===== config.mk =====
export PLATFORM = sky130hd
export DESIGN_NAME = switch_bin_reader
export DESIGN_NICKNAME = d
export VERILOG_FILES = /design/src/rtl/sw_reader_pkg.sv /design/src/rtl/debounce_bit.sv /design/src/rtl/switch_bin_reader.sv
export SDC_FILE = /design/constraint.sdc
export NUM_CORES = 1
export LEC_CHECK = 0
export ABC_AREA = 1
export BUFFER_PORTS_ARGS = -buffer_cell sky130_fd_sc_hd__buf_2
export CELL_PAD_IN_SITES_DETAIL_PLACEMENT = 1
export CELL_PAD_IN_SITES_GLOBAL_PLACEMENT = 1
export CORE_UTILIZATION = 35
export DETAILED_ROUTE_END_ITERATION = 10
export PLACE_DENSITY = 0.61
export SYNTH_ARGS = -nofsm -noshare
export SYNTH_HDL_FRONTEND = slang
export SYNTH_SLANG_ARGS = --single-unit

===== constraint.sdc =====
create_clock -name clk -period 1.7 [get_ports clk]
set_clock_uncertainty 0.1 [all_clocks]
set_input_delay 0.085 -clock clk [delete_from_list [all_inputs] [get_ports clk]]
set_output_delay 0.085 -clock clk [all_outputs]
set_load 0.005 [all_outputs]

===== src/rtl/sw_reader_pkg.sv =====
// Shared types and defaults for the switch-to-binary reader.
package sw_reader_pkg;

    localparam int WIDTH_DEF = 4;

    typedef enum logic [1:0] {
        IDLE,
        HOLD,
        WAIT_REL
    } rd_state_t;

endpackage


===== src/rtl/debounce_bit.sv =====
// One asynchronous, bouncy input: synchronizer chain followed by a restart-on-glitch debounce counter.
module debounce_bit #(
    parameter int SYNC_STAGES     = 2,
    parameter int DEBOUNCE_CYCLES = 10000
) (
    input  logic clk,
    input  logic rst_n,
    input  logic raw,
    output logic stable
);

    localparam int CNT_W = $clog2(DEBOUNCE_CYCLES);
    localparam logic [CNT_W-1:0] CNT_LAST = CNT_W'(DEBOUNCE_CYCLES - 1);

    logic [SYNC_STAGES-1:0] sync_q, sync_d;
    logic [CNT_W-1:0]       cnt_q, cnt_d;
    logic                   stable_q, stable_d;
    logic                   synced;

    always_comb begin
        sync_d   = {sync_q[SYNC_STAGES-2:0], raw};
        synced   = sync_q[SYNC_STAGES-1];
        stable_d = stable_q;
        cnt_d    = '0;
        // Any sample equal to the accepted level restarts the count.
        if (synced != stable_q) begin
            if (cnt_q == CNT_LAST) begin
                stable_d = synced;
            end else begin
                cnt_d = cnt_q + 1'b1;
            end
        end
    end

    always_ff @(posedge clk) begin
        if (!rst_n) begin
            sync_q   <= '0;
            cnt_q    <= '0;
            stable_q <= 1'b0;
        end else begin
            sync_q   <= sync_d;
            cnt_q    <= cnt_d;
            stable_q <= stable_d;
        end
    end

    assign stable = stable_q;

endmodule


===== src/rtl/switch_bin_reader.sv =====
// Debounces the slide switches and load button, and hands a captured binary number
// to the consumer through a valid/ready handshake, one capture per button press.
module switch_bin_reader
    import sw_reader_pkg::*;
#(
    parameter int WIDTH           = WIDTH_DEF,
    parameter int DEBOUNCE_CYCLES = 10000,
    parameter int SYNC_STAGES     = 2
) (
    input  logic             clk,
    input  logic             rst_n,
    input  logic [WIDTH-1:0] sw,
    input  logic             btn_load,
    output logic [WIDTH-1:0] sw_stable,
    output logic [WIDTH-1:0] binNum,
    output logic             num_valid,
    input  logic             num_ready
);

    logic             btn_db;
    logic             btn_q, btn_d;
    logic             press;
    rd_state_t        state_q, state_d;
    logic [WIDTH-1:0] bin_num_q, bin_num_d;
    logic             num_valid_q, num_valid_d;

    for (genvar i = 0; i < WIDTH; i++) begin : g_sw_db
        debounce_bit #(
            .SYNC_STAGES    (SYNC_STAGES),
            .DEBOUNCE_CYCLES(DEBOUNCE_CYCLES)
        ) u_sw_db (
            .clk   (clk),
            .rst_n (rst_n),
            .raw   (sw[i]),
            .stable(sw_stable[i])
        );
    end

    debounce_bit #(
        .SYNC_STAGES    (SYNC_STAGES),
        .DEBOUNCE_CYCLES(DEBOUNCE_CYCLES)
    ) u_btn_db (
        .clk   (clk),
        .rst_n (rst_n),
        .raw   (btn_load),
        .stable(btn_db)
    );

    always_comb begin
        btn_d       = btn_db;
        press       = btn_db & ~btn_q;
        state_d     = state_q;
        bin_num_d   = bin_num_q;
        num_valid_d = num_valid_q;
        case (state_q)
            IDLE: begin
                if (press) begin
                    bin_num_d   = sw_stable;
                    num_valid_d = 1'b1;
                    state_d     = HOLD;
                end
            end
            HOLD: begin
                // Presses here are dropped; the pending number must be consumed first.
                if (num_valid_q && num_ready) begin
                    num_valid_d = 1'b0;
                    state_d     = btn_db ? WAIT_REL : IDLE;
                end
            end
            WAIT_REL: begin
                if (!btn_db) begin
                    state_d = IDLE;
                end
            end
            default: state_d = IDLE;
        endcase
    end

    always_ff @(posedge clk) begin
        if (!rst_n) begin
            btn_q       <= 1'b0;
            state_q     <= IDLE;
            bin_num_q   <= '0;
            num_valid_q <= 1'b0;
        end else begin
            btn_q       <= btn_d;
            state_q     <= state_d;
            bin_num_q   <= bin_num_d;
            num_valid_q <= num_valid_d;
        end
    end

    assign binNum    = bin_num_q;
    assign num_valid = num_valid_q;

endmodule


Word level (Yosys, flattened, before mapping)
Cells that the tools add are included.

word-level totals
  input port bits = 8
  word-level logic and storage cells = 71
  register bits after elaboration = 93

operators by class
  bitwise logic cells = 8
  eq/ne operators = 15
  reduce and logical (&&, ||, !) cells = 16
  add/sub/neg operators = 5
  multiplexer cells = 8

operators with widths
  cell                                                                    number
  14-bit by 1-bit adder with 14-bit output (second input constant)        5
  14-bit equality test (second input constant)                            5
  3-bit OR reduction                                                      5
  2-bit AND reduction                                                     6
  2-bit 2-to-1 mux                                                        4
  1-bit NOT                                                               7
  2-bit inequality test (second input constant)                           3
  2-bit one-hot mux with 3 select lines                                   1
  3-bit AND reduction                                                     2
  1-bit inequality test                                                   5
  2-bit by 1-bit equality test with 1-bit output (second input constant)  1
  2-bit equality test (second input constant)                             1
  2-bit logical NOT                                                       1
  1-bit 2-to-1 mux                                                        2
  1-bit one-hot mux with 2 select lines                                   1
  2-bit nonzero test                                                      1
  1-bit AND                                                               1
  1-bit logical AND                                                       1

Longest topological paths before layout
Gate-level depths: netlist of run 1.

  depth after elaboration = 4
  mapped depth = 8
  depth with buffers taken out = 8

By module
A second synthesis of run 1 with hierarchy kept.

second synthesis, totals
  cells, all modules = 599
  area, all modules = 4,336.7 um^2

by module, submodules not included
  module             area an instance (um^2)  instances  sequential area each (um^2)  cells each
  debounce_bit       804.5                    5          340.3                        112
  switch_bin_reader  314.1                    1          160.2                        39

Least setup slack after synthesis of run 1
No wires, ideal clock.

  path kind = register -> register
  start point = register g_sw_db[0].u_sw_db.cnt_q[0]
  end point = register g_sw_db[0].u_sw_db.cnt_q[12]
  data arrival time = 1,170 ps
  path buffers = 1
  clock period less this slack = 1,387 ps
  path slack = 313 ps
  cell stages (with the launch flop) = 8
  path through = dfxtp_1 -> ha_1 -> nand3_1 -> nor2_1 -> nand2_1 -> nand2_2 -> buf_6 -> a21oi_1

on the way
  longest elaborated chain between the ends = 2
  elaborated cells on any way between the ends = 3

RTL lines
  element                                                                           line                RTL
  from (decl)                                                                       debounce_bit.sv:16  logic [CNT_W-1:0] cnt_q, cnt_d;
  from (signal assigned)                                                            debounce_bit.sv:42  cnt_q <= cnt_d;
  branches (longest 2 deep; another with 14-bit by 1-bit adder with 14-bit output)  n/a

Several ways; the timed one is not identified.
A chain may end at the register's enable or synchronous reset.

Final worst setup path of run 1
  start point = register g_sw_db[0].u_sw_db.cnt_q[0]
  end point = register g_sw_db[0].u_sw_db.cnt_q[10]

Same word-level chain as after synthesis.

==> flow_summary.ini, run 1 <==
[critical_path]
setup.worst_path.end_class = flop
critPathMaxStageDelay_ns = 0.35
cp_top_family = simple AND/OR/NAND/NOR gates
crit_required_ns = 1.84
path_max_fanout = 13
worst_setup_path_start_kind = flop
path_buf_inv = 0
cp_slowest_cell = dfxtp_1
worstSetupPathType = flop to flop
crit_path_cell_trace = ha_1, nand3_1, nor2_2, nand2_1, nand2_4, nor2_1
r2r_cells = 6
path_depth = 6
cp.arrival_ns = 1.64

[sta]
slew_headroom_pct = 68.5
setup_viol = 0
rsz0062_at_grt = no
fin_tns_setup_ns = 0
worst_slack_ns = 0.201
min_period_over_period_pct = 88.2
finalHoldViolations = 0
slew_viol_final = 0
tightest_slew_ns = 0.471
min_period_ns = 1.50
fmax_mhz = 667

[routing]
via_per_inst = 4.73
num_vias = 3621
drc = 0
dr.pass1.iters = 4
dr.first_iter.drc_count = 130
drt-total-wl_um = 9550
post_drt_wl_per_cell_um = 12.5
ant_nets = 0

[clock_tree]
cts_tree = done
cts_buffer_depth = 2
clk_latency_ns = 0.35
numCtsBuffers = 9
cts_root_buf = clkbuf_16
htree_levels = 3
path_clk_slew_ns = 0.07
cts_setup_buffers = 0
cts.sinks = 93

[global_route]
gr-total-overflow = 0
grt_pass1_vias = 3629
antenna_found_initial = 0
grt_pass1_wl_um = 16700
track_usage_pct = 16.5
grt_max_degree = 16

[floorplan]
start_util_pct = 36.6
coreArea_mm2 = 0.0117
die-height_um = 112
rows = 39
die_area_mm2 = 0.0126
die_x_um = 112
ioPinCount = 17

[pwr]
p_per_area_mw_per_mm2 = 870
max-vdd-ir-drop_mv = 0.419
p_leak_nw = 1.71

[placement]
dp_slack_ns = 0.0959
place_inst = 743
io_buffers = 16
gp_congestion = 0.765
hpwl_um = 6990

[synthesis]
yosysTopAreaCellShare_pct = 43.7
synth-seq-cells = 93
syn_avg_cell_area_um2 = 7.25
yosysSeqAreaShare_pct = 43.7
yosys.area.top_type = dfxtp_1
synthesis.nets = 601
netlist_top_cells_area = dfxtp_1 44%, nand2_1 11%, nor2_1 10%
ys_types = 27
syn_area_mm2 = 0.00426
synth_warnings = 0
netlist_instances = 588

[finish]
area_growth_pct = 14.3
drive_above_1_share_pct = 9.79
fin_nets = 631
final_common_cell = nand2_1
nFillCells = 1483
regArea_mm2 = 0.00186
num_antenna_cells = 0
final_cell_mix = 126 x nand2_1, 118 x nor2_1, 93 x dfxtp_1
fin_util_pct = 41.8
multi_input_area_mm2 = 0.00207
finalNonFillerCells = 766

[run_status]
status = complete, no violations

[job]
drv_cap = 0

[min_path]
hp-class = flop to flop
min_path_cells = 2
-- path summary, 6_finish.rpt --
kind                               startpoint                            to  slack [ns]
setup / recovery  g_sw_db[0].u_sw_db.cnt_q[0]  g_sw_db[0].u_sw_db.cnt_q[10]        0.20
hold reg to reg            u_btn_db.sync_q[0]            u_btn_db.sync_q[1]        0.32
hold / removal             u_btn_db.sync_q[0]            u_btn_db.sync_q[1]        0.32
setup reg to reg  g_sw_db[0].u_sw_db.cnt_q[0]  g_sw_db[0].u_sw_db.cnt_q[10]        0.20
-- through the flow --
stage	hold WS [ns]	instance area, µm²	power (mW)
2_1_floorplan	0.0826	4260	2.29
3_3_place_gp	0.169	4500	2.31
3_5_place_dp	0.171	4500	2.32
4_1_cts	0.325	4850	4.32
5_1_grt	0.353	4870	4.41
6_report	0.319	4870	4.24
-- flip-flops by register name, summed over array words and instances (netlist names) --
signal / count
g_sw_db.u_sw_db.sync_q: 8
u_btn_db.cnt_q: 14
g_sw_db.u_sw_db.cnt_q: 56
btn_q: 1
u_btn_db.sync_q: 2
binNum: 4
u_btn_db.stable: 1
state_q: 2
g_sw_db.u_sw_db.stable: 4
num_valid: 1
-- area by class of cell --
cell class                      instances  area share (%)
Clock buffer                           12            5.26
Clock inverter                          4           0.668
Inverter                               67            5.16
Multi-Input combinational cell        416            42.4
Sequential cell                        93            38.2
Tap cell                              143            3.67
Timing Repair Buffer                   31            4.57
-- worst min-delay path, delay by kind of cell (launching register included) --
| kind | cells | cell delay (ns) |
|---|---|---|
| simple gates | 1 | 0.05 |
| flops | 1 | 0.31 |
| buf+inv | 1 | 0.04 |
-- cell families after synthesis --
logic type / count (synthesis) / share of synthesized area [%]
adder cells (fa/ha/maj): 5 / 1.47
AO/OA/AOI/OAI: 40 / 4.99
AND/OR/NAND/NOR: 336 / 34.5
XOR/XNOR: 35 / 7.19
flip-flops: 93 / 43.7
buffers and inverters: 79 / 8.22
-- metal layers --
layer / GRT usage [%] / wire, µm / vias to the layer above
li1: - / - / 1899
met5: 0 / 0 / -
met2: 27.2 / 4270 / 26
met3: 2.70 / 161 / 11
met1: 21.3 / 4940 / 1685
met4: 7.47 / 181 / 0
-- cell usage after synthesis, drive strengths merged --
cell type and n:
nor2 126, o21ai 5, inv 67, dfxtp 93, xnor2 12, nand4 18
a21oi 33, nand3b 4, or2 5, xor2 23, nand2 131, clkbuf 1
nor3 2, nand3 50, buf 11, o21bai 2, ha 5
-- power by group --
part / switching, mW / total [mW] / leakage [nW] / internal [mW]
logic: 0.0449 / 0.0806 / 0.824 / 0.0356
clock network: 0.883 / 1.96 / 0.135 / 1.08
registers: 0.00702 / 2.20 / 0.751 / 2.19
total: 0.935 / 4.24 / 1.71 / 3.31
-- repair_timing --
action                                 CTS  global route
hold buffers                             7             0
resized for setup                        0             4
setup endpoints to repair                0            19
endpoints found under the hold margin    9             0
Power figures use the tool's default switching activity.
==> inputs of run 2 (changes only) <==
--- a/config.mk
+++ b/config.mk
@@ -11,7 +11,8 @@
 export CELL_PAD_IN_SITES_GLOBAL_PLACEMENT = 1
 export CORE_UTILIZATION = 35
 export DETAILED_ROUTE_END_ITERATION = 10
-export PLACE_DENSITY = 0.61
+export PLACE_DENSITY_LB_ADDON = 0.1
+export SLEW_MARGIN = 20
 export SYNTH_ARGS = -nofsm -noshare
 export SYNTH_HDL_FRONTEND = slang
 export SYNTH_SLANG_ARGS = --single-unit
==> run 2 against run 1 <==
Worst hold slack worse by 0.0026 ns. Worst setup slack got worse by 0.019 ns. Global-route usage decreased by 0.46 points. Utilization up 0.29 points. Fmax decreased by 1.2%. Cell area up 0.69%. Critical path type unchanged. Critical endpoint is now g_sw_db[3].u_sw_db.cnt_q[8]. Largest power group unchanged.
==> flow_summary.ini, run 2 (synthesis gave the netlist of run 1 again) <==
[pwr]
swShare_pct = 19.8
max-vdd-ir-drop_mv = 0.556
p_per_area_mw_per_mm2 = 903
p_int_mw = 3.55
p_leak_nw = 1.73
pwr-share-seq_pct = 49.6
p_comb_share_pct = 1.8
clockPowerShare_pct = 48.6
switchingPower_uw = 878

[min_path]
hp-class = flop to flop
whs_endpoint = g_sw_db[3].u_sw_db.sync_q[1]
min_path_cells = 2
min-delay-start = g_sw_db[3].u_sw_db.sync_q[0]

[sta]
min_period_ns = 1.52
finalHoldViolations = 0
min_period_over_period_pct = 89.3
tightest_slew_ns = 0.409
rsz0062_at_grt = no
slew_headroom_pct = 72.6
fin_tns_setup_ns = 0
slew_viol_final = 0
worst_slack_ns = 0.182
fmax_mhz = 659
setup_viol = 0

[routing]
drc = 0
dr.first_iter.drc_count = 109
num_vias = 3594
drt-total-wl_um = 9080
ant_nets = 0
via_per_inst = 4.70
dr.pass1.iters = 4
post_drt_wl_per_cell_um = 11.9

[clock_tree]
cts_root_buf = clkbuf_16
numCtsBuffers = 9
path_clk_slew_ns = 0.06
cts.sinks = 93
clk_latency_ns = 0.34
cts_tree = done
htree_levels = 3
cts_setup_buffers = 0
cts_buffer_depth = 2

[floorplan]
coreArea_mm2 = 0.0117
die-height_um = 112
start_util_pct = 36.6
die_area_mm2 = 0.0126
die_x_um = 112
ioPinCount = 17
rows = 39

[critical_path]
cp.arrival_ns = 1.65
r2r-end = g_sw_db[3].u_sw_db.cnt_q[8]
worstSetupPathType = flop to flop
r2r_cells = 6
worst_setup_path_start_kind = flop
cp_top_family = simple AND/OR/NAND/NOR gates
cpMostUsedCell = nor2_1
critPathMaxStageDelay_ns = 0.35
regToRegSetupSlack_ns = 0.18
crit_required_ns = 1.83
path_buf_inv = 0
rr_startpoint = g_sw_db[3].u_sw_db.cnt_q[0]
setup.worst_path.end_class = flop
cp_slowest_cell = dfxtp_1
path_max_fanout = 4
crit_path_cell_trace = ha_1, nand3_2, nor2_1, nand2_1, xor2_1, nor2_1

[global_route]
grt_max_degree = 16
grt_pass1_vias = 3592
track_usage_pct = 16.0
antenna_found_initial = 0
grt_pass1_wl_um = 16200
gr-total-overflow = 0

[finish]
top_regs = g_sw_db.u_sw_db.cnt_q x56, u_btn_db.cnt_q x14, g_sw_db.u_sw_db.sync_q x8
area_growth_pct = 15.1
final_cell_mix = 126 x nand2_1, 118 x nor2_1, 93 x dfxtp_1
fin_nets = 630
max_flop_register = g_sw_db.u_sw_db.cnt_q
finalNonFillerCells = 765
fin_area_mm2 = 0.00491
largest_reg_flops = 56
num_antenna_cells = 0
nFillCells = 1458
drive_above_1_share_pct = 9.97
final_common_cell = nand2_1

[placement]
hpwl_um = 6770
place_inst = 742
postPlaceCellArea_mm2 = 0.00449
gp_congestion = 0.734
io_buffers = 16
dp_slack_ns = 0.0389

[run_status]
status = complete, no violations

[job]
drv_cap = 0
[run 2: what timing repair did]
item / 4_1_cts / 5_1_grt
gates resized for setup: 0 / 5
endpoints found under the setup margin: 0 / 30
endpoints found under the hold margin: 10 / 0
hold buffers: 7 / 0
[run 2: through the flow]
stage                     power [mW]  util, %  hold WS, ns
final                           4.43     42.1        0.317
after global routing            4.64     42.1        0.346
after CTS                       4.53     41.9        0.318
after detailed placement        2.32     38.5        0.173
after global placement          2.31     38.5        0.167
after floorplan                 2.29        -       0.0826
[run 2: power by group through the flow]
stage | logic (mW) | clock network, mW | registers [mW]
6_report | 0.0798 | 2.15 | 2.20
2_1_floorplan | 0.0470 | 0 | 2.25
3_3_place_gp | 0.0657 | 0 | 2.25
4_1_cts | 0.0799 | 2.25 | 2.20
3_5_place_dp | 0.0671 | 0 | 2.25
5_1_grt | 0.0910 | 2.35 | 2.20
[run 2: metal layers]
layer / track usage (%) / share of wire [%] / wire (µm) / vias up
li1: - / - / - / 1898
met1: 19.6 / 49 / 4450 / 1660
met2: 27.2 / 47 / 4250 / 28
met3: 4.27 / 2.7 / 248 / 8
met4: 5.60 / 1.3 / 122 / 0
met5: 0 / 0 / 0 / -
[run 2: worst max path at each step]
stage | slack, ns | endpoint | from | cells past startpoint
4_1_cts | 0.04 | g_sw_db[0].u_sw_db.cnt_q[11] | g_sw_db[0].u_sw_db.cnt_q[0] | 6
5_1_grt | 0.02 | g_sw_db[3].u_sw_db.cnt_q[8] | g_sw_db[3].u_sw_db.cnt_q[0] | 6
2_1_floorplan | 0.31 | g_sw_db[0].u_sw_db.cnt_q[12] | g_sw_db[0].u_sw_db.cnt_q[0] | 7
3_3_place_gp | 0.10 | g_sw_db[0].u_sw_db.cnt_q[11] | g_sw_db[0].u_sw_db.cnt_q[0] | 6
6_report | 0.18 | g_sw_db[3].u_sw_db.cnt_q[8] | g_sw_db[3].u_sw_db.cnt_q[0] | 6
3_5_place_dp | 0.04 | g_sw_db[0].u_sw_db.cnt_q[10] | g_sw_db[0].u_sw_db.cnt_q[0] | 6
[run 2: area by class of cell]
cell class                      instances  area (µm²)  area share (%)
Clock buffer                           10         239            4.87
Clock inverter                          6        86.3            1.76
Inverter                               67         251            5.13
Multi-Input combinational cell        416        2070            42.3
Sequential cell                        93        1860            37.9
Tap cell                              143         179            3.65
Timing Repair Buffer                   30         215            4.39
[run 2: tightest hold or removal path, stage by stage (launching register included)]
cell	delay [ns]
dfxtp_1	0.31
nand2_1	0.05
inv_1	0.04
